$ cat config.mk
export PLATFORM = sky130hd
export DESIGN_NAME = secuenciador_instr
export DESIGN_NICKNAME = d
export VERILOG_FILES = /design/src/rtl/secuenciador_instr.sv
export SDC_FILE = /design/constraint.sdc
export NUM_CORES = 1
export LEC_CHECK = 0
export ABC_AREA = 1
export CAP_MARGIN = 20
export CORE_MARGIN = 3
export CORE_UTILIZATION = 50
export CTS_BUF_LIST = sky130_fd_sc_hd__clkbuf_8
export CTS_CLUSTER_SIZE = 25
export DETAILED_ROUTE_END_ITERATION = 10
export GPL_TIMING_DRIVEN = 0
export PLACE_DENSITY = 0.68
export SLEW_MARGIN = 15
export SYNTH_ARGS = -nofsm -noshare
export SYNTH_HDL_FRONTEND = slang
export SYNTH_SLANG_ARGS = --single-unit
$ cat constraint.sdc
create_clock -name CLK -period 2.4 [get_ports CLK]
set_input_delay 0.48 -clock CLK [delete_from_list [all_inputs] [get_ports CLK]]
set_output_delay 0.48 -clock CLK [all_outputs]
set_load 0.005 [all_outputs]
$ cat src/rtl/secuenciador_instr.sv
// Purpose: program-memory instruction sequencer driving the single-cycle datapath's INSTRUCCION bus (optional loop mode via SECUENCIADOR_BUCLE_EN).
// Latency: INICIO sampled at edge k -> mem[0] on INSTRUCCION from edge k+1; FIN pulses one cycle after the last word.
// Backpressure: PAUSA=1 in RUN issues a NOP and holds PC; resume continues from the held PC with no loss or duplication.
module secuenciador_instr #(
    parameter int AW    = 4,
    parameter int DEPTH = 16,
    parameter int IW    = 20
) (
    input  logic          CLK,
    input  logic          RST,
    input  logic          CARGA_WE,
    input  logic [AW-1:0] CARGA_DIR,
    input  logic [IW-1:0] CARGA_DATO,
    input  logic [AW:0]   LONGITUD,
    input  logic          INICIO,
    input  logic          PAUSA,
`ifdef SECUENCIADOR_BUCLE_EN
    input  logic          BUCLE,
`endif
    output logic [IW-1:0] INSTRUCCION,
    output logic          VALIDO,
    output logic          OCUPADO,
    output logic [AW-1:0] PC,
    output logic          FIN
);

    typedef enum logic {IDLE = 1'b0, RUN = 1'b1} estado_t;

    localparam logic [AW:0] DEPTH_L = (AW+1)'(DEPTH);

    estado_t       state_q, state_d;
    logic [AW-1:0] pc_d;
    logic [AW:0]   len_q, len_d;
    logic [AW:0]   len_ini;
    logic [IW-1:0] instr_d;
    logic          valido_d;
    logic          ocupado_d;
    logic          fin_d;
    logic          fin_pend_q, fin_pend_d;
    logic          ultimo;
    logic          bucle;
    logic          dir_ok;

    logic [IW-1:0] mem [DEPTH];

`ifdef SECUENCIADOR_BUCLE_EN
    assign bucle = BUCLE;
`else
    assign bucle = 1'b0;
`endif

    // Writes beyond the last program word are dropped; when DEPTH fills the
    // address space every address is legal.
    generate
        if (DEPTH < 2**AW) begin : g_dir_chk
            assign dir_ok = ({1'b0, CARGA_DIR} < DEPTH_L);
        end else begin : g_dir_full
            assign dir_ok = 1'b1;
        end
    endgenerate

    assign len_ini = (LONGITUD > DEPTH_L) ? DEPTH_L : LONGITUD;
    assign ultimo  = ({1'b0, PC} == (len_q - (AW+1)'(1)));

    // Program memory: loaded only while idle, never cleared by reset.
    always_ff @(posedge CLK) begin
        if (state_q == IDLE && CARGA_WE && dir_ok)
            mem[CARGA_DIR] <= CARGA_DATO;
    end

    // State and registered outputs.
    always_ff @(posedge CLK or posedge RST) begin
        if (RST) begin
            state_q     <= IDLE;
            PC          <= '0;
            len_q       <= '0;
            INSTRUCCION <= '0;
            VALIDO      <= 1'b0;
            OCUPADO     <= 1'b0;
            FIN         <= 1'b0;
            fin_pend_q  <= 1'b0;
        end else begin
            state_q     <= state_d;
            PC          <= pc_d;
            len_q       <= len_d;
            INSTRUCCION <= instr_d;
            VALIDO      <= valido_d;
            OCUPADO     <= ocupado_d;
            FIN         <= fin_d;
            fin_pend_q  <= fin_pend_d;
        end
    end

    // Next-state and issue logic; NOP is the default output.
    always_comb begin
        state_d    = state_q;
        pc_d       = PC;
        len_d      = len_q;
        instr_d    = '0;
        valido_d   = 1'b0;
        fin_d      = 1'b0;
        fin_pend_d = 1'b0;
        case (state_q)
            IDLE: begin
                // FIN lands one cycle after the last word was put on the bus.
                fin_d = fin_pend_q;
                if (INICIO) begin
                    if (len_ini == '0) begin
                        fin_d = 1'b1;
                    end else begin
                        len_d   = len_ini;
                        pc_d    = '0;
                        state_d = RUN;
                    end
                end
            end
            RUN: begin
                if (!PAUSA) begin
                    instr_d  = mem[PC];
                    valido_d = 1'b1;
                    pc_d     = PC + AW'(1);
                    if (ultimo) begin
                        pc_d = '0;
                        if (!bucle) begin
                            state_d    = IDLE;
                            fin_pend_d = 1'b1;
                        end
                    end
                end
            end
            default: state_d = IDLE;
        endcase
        // Busy stays up through the cycle that shows the last word.
        ocupado_d = (state_d == RUN) || (state_q == RUN);
    end

endmodule
==> results.py <==
metrics = {
    "worst_setup_path": {
        "end_kind": "flop",
        "rrSetupSlack_ns": 0.17,
        "startpoint": "state_q",
        "cp.buffers_inverters": 0,
        "slowest_stage": "nor2_4",
        "critical_path_arrival_ns": 2.43,
        "critPathKind": "flop to flop",
        "reg2reg_from": "state_q",
        "worst_path_largest_cell_delay_ns": 0.68,
        "r2r-end": "mem[12][6]",
        "critical_path.top_delay_family": "simple AND/OR/NAND/NOR gates",
        "crit_chain": "nor2_2 > nand3_1 > nor2_4",
        "crit_fanout": 20,
        "crit_path_start_kind": "flop",
        "worstPathRequired_ns": 2.60,
        "reg2regPathDepth": 3,
    },
    "global_route": {
        "grt_pass1_wl_mm": 57.4,
        "grt_pass1_vias": 9685,
        "grt_antenna_before_repair": 0,
        "grt_overflow_total": 0,
        "grtUsageTotal": 0.247,
        "grt_start_max_net_pins": 27,
    },
    "detailed_routing": {
        "drtPass1Iterations": 5,
        "wirelength_mm": 38.9,
        "vias": 10201,
        "wl_per_cell_um": 20.1,
        "drtAntennaViolNets": 0,
        "drc_errors": 0,
        "viasPerCell": 5.27,
        "first_iter_violations": 1072,
    },
    "floorplanning": {
        "die_w_um": 178,
        "coreArea_um2": 28900,
        "rows": 62,
        "die-height_um": 178,
        "start_util": 0.510,
        "die_area_um2": 31600,
        "io_pins": 61,
    },
    "yosys": {
        "synth_fa_ha_area_frac": 0.00170,
        "yosysSeqAreaShare": 0.709,
        "synth_mux_area_frac": 0,
        "synth_xor_xnor_area_share": 0,
        "synthCells": 1383,
        "synth_warnings": 0,
        "yosysMostFrequentCell": "nand2_1",
        "synth_compound_area_frac": 0.0178,
        "syn_area_um2": 14800,
        "synthArstFlopShare": 0.0960,
        "ys.flop_type": "edfxtp_1",
        "synth_simple_gate_area_frac": 0.203,
        "synth.avg_cell_area_um2": 10.7,
        "ys_ff_latch": 354,
        "syn-num-nets": 1419,
        "yosysTopAreaCellShare": 0.651,
        "synth_top_family_by_area": "simple AND/OR/NAND/NOR gates",
        "yosys.area.top_type": "edfxtp_1",
        "yosysUniqueCellTypes": 19,
        "yosys-top-cells-area": "edfxtp_1, nand2_1, nand3_1",
        "synth_commonest_cells": "nand2_1, edfxtp_1, nand3_1",
        "synth-edff-count": 320,
    },
    "final_layout": {
        "ff_latch_area_um2": 10500,
        "fillerInstances": 2341,
        "syn2layout_area_growth_pct": 15.8,
        "final_cells": 1937,
        "drive_gt1_frac": 0.0901,
        "fin_nets": 1548,
        "multi_input_area_um2": 3420,
        "n_antenna_cell": 0,
    },
    "timing": {
        "period_minus_slack_ns": 2.23,
        "setup-violations-final": 0,
        "rsz0062_at_grt": "false",
        "fin_crit_sh": 0.929,
        "fin_skew_ns": 0.0251,
        "max_freq_mhz": 448,
        "slew_viol_final": 0,
        "final-hold-violation-count": 0,
        "worstMarginPinSlew_ns": 0.807,
        "setup_tns_ns": 0,
        "relSlewSlack": 0.462,
        "setup_ws_ns": 0.170,
    },
    "cts": {
        "cts_made_buffers": 54,
        "clock_sinks": 354,
        "insertion_delay_ns": 0.58,
        "cts_tree": "done",
        "cts_max_level": 2,
        "clock-root-buffer": "clkbuf_8",
        "cts_hold_buf": 0,
        "clkTransAtPathRegs_ns": 0.06,
        "cts_buffer_depth": 3,
    },
    "placed_design": {
        "io_buffers": 60,
        "post-place-ws_ns": -0.646,
        "dpl.cell_count": 1832,
        "gp_congestion": 0.882,
        "place_hpwl_mm": 25.5,
    },
    "power": {
        "powerDensity_nw_per_um2": 1040,
        "power_leakage_nw": 7.12,
        "power.total_mw": 17.8,
        "ir_drop_mv": 0.644,
    },
    "run": {
        "maxCapViolations": 0,
    },
    "status": {
        "status": "finished clean",
    },
    "hold_path": {
        "min_path_type": "input pin to asynchronous set/reset pin",
    },
}
-- final cells by class --
| type | count | share of cell area |
|---|---|---|
| Timing Repair Buffer | 71 | 0.0435 |
| Buffer | 68 | 0.0186 |
| Sequential cell | 354 | 0.612 |
| Inverter | 185 | 0.0406 |
| Multi-Input combinational cell | 778 | 0.200 |
| Tap cell | 384 | 0.0281 |
| Clock inverter | 37 | 0.00857 |
| Clock buffer | 60 | 0.0483 |
-- state kept, by name, indices dropped and copies added, names as in the netlist --
register and count:
len_q 5, OCUPADO 1, fin_pend_q 1, PC 4, VALIDO 1, FIN 1, state_q 1, INSTRUCCION 20
mem 320
-- worst register-to-register path: stages, from the launching register on --
cell	delay (ns)
dfrtp_1	0.44
nor2_2	0.36
nand3_1	0.34
nor2_4	0.68
-- layer usage --
metal / vias to the layer above / part of all wire / track usage
li1: 4811 / - / -
met5: - / 0 / 0
met1: 4802 / 0.40 / 0.341
met4: 0 / 0.030 / 0.0815
met2: 501 / 0.46 / 0.389
met3: 87 / 0.11 / 0.0584
-- stage by stage --
| stage | utilization | area [µm²] | hold WS (ns) |
|---|---|---|---|
| 4_1_cts | 0.590 | 17100 | 0.155 |
| 3_5_place_dp | 0.555 | 16000 | 0.472 |
| 6_report | 0.590 | 17100 | 0.178 |
| 5_1_grt | 0.590 | 17100 | 0.163 |
| 3_3_place_gp | 0.547 | 15800 | 0.452 |
| 2_1_floorplan | - | 14800 | 0.438 |
-- layout by cell type, fill, tap and decap left out, types with 21 or more instances in the layout --
cell,n
clkdlybuf4s50_1,60
clkbuf_1,21
nand3_1,218
clkbuf_8,60
nand2_1,434
nor2_1,50
o21ai_0,23
dfrtp_1,34
buf_2,41
edfxtp_1,320
a21oi_1,24
inv_1,211
-- worst max path at each step --
stage / to / slack [ns] / cells after the start
after floorplan: mem[10][0] / 0.30 / 4
after global placement: mem[5][6] / -1.62 / 5
after detailed placement: mem[10][3] / -0.65 / 5
after CTS: mem[14][18] / 0.18 / 4
after global routing: mem[3][9] / 0.09 / 3
final: mem[12][6] / 0.17 / 3
-- cell families (layout without fill, tap and decap cells) --
| kind of cell | count (synthesis) | in the layout |
|---|---|---|
| adder cells (fa/ha/maj) | 2 | 2 |
| buffers and inverters | 253 | 421 |
| flip-flops | 354 | 354 |
| AO/OA/AOI/OAI | 51 | 51 |
| AND/OR/NAND/NOR | 723 | 725 |
-- where the power goes --
part	internal [mW]	total [mW]	switching, mW
clock network	2.27	4.48	2.21
logic	1.91	6.20	4.30
registers	6.99	7.10	0.116
total	11.2	17.8	6.63
-- timing repair --
item | in CTS | in global routing
resized for setup | 2 | 0
endpoints found under the setup margin | 194 | 0
buffers inserted | 6 | 0
Power figures use the tool's default switching activity.
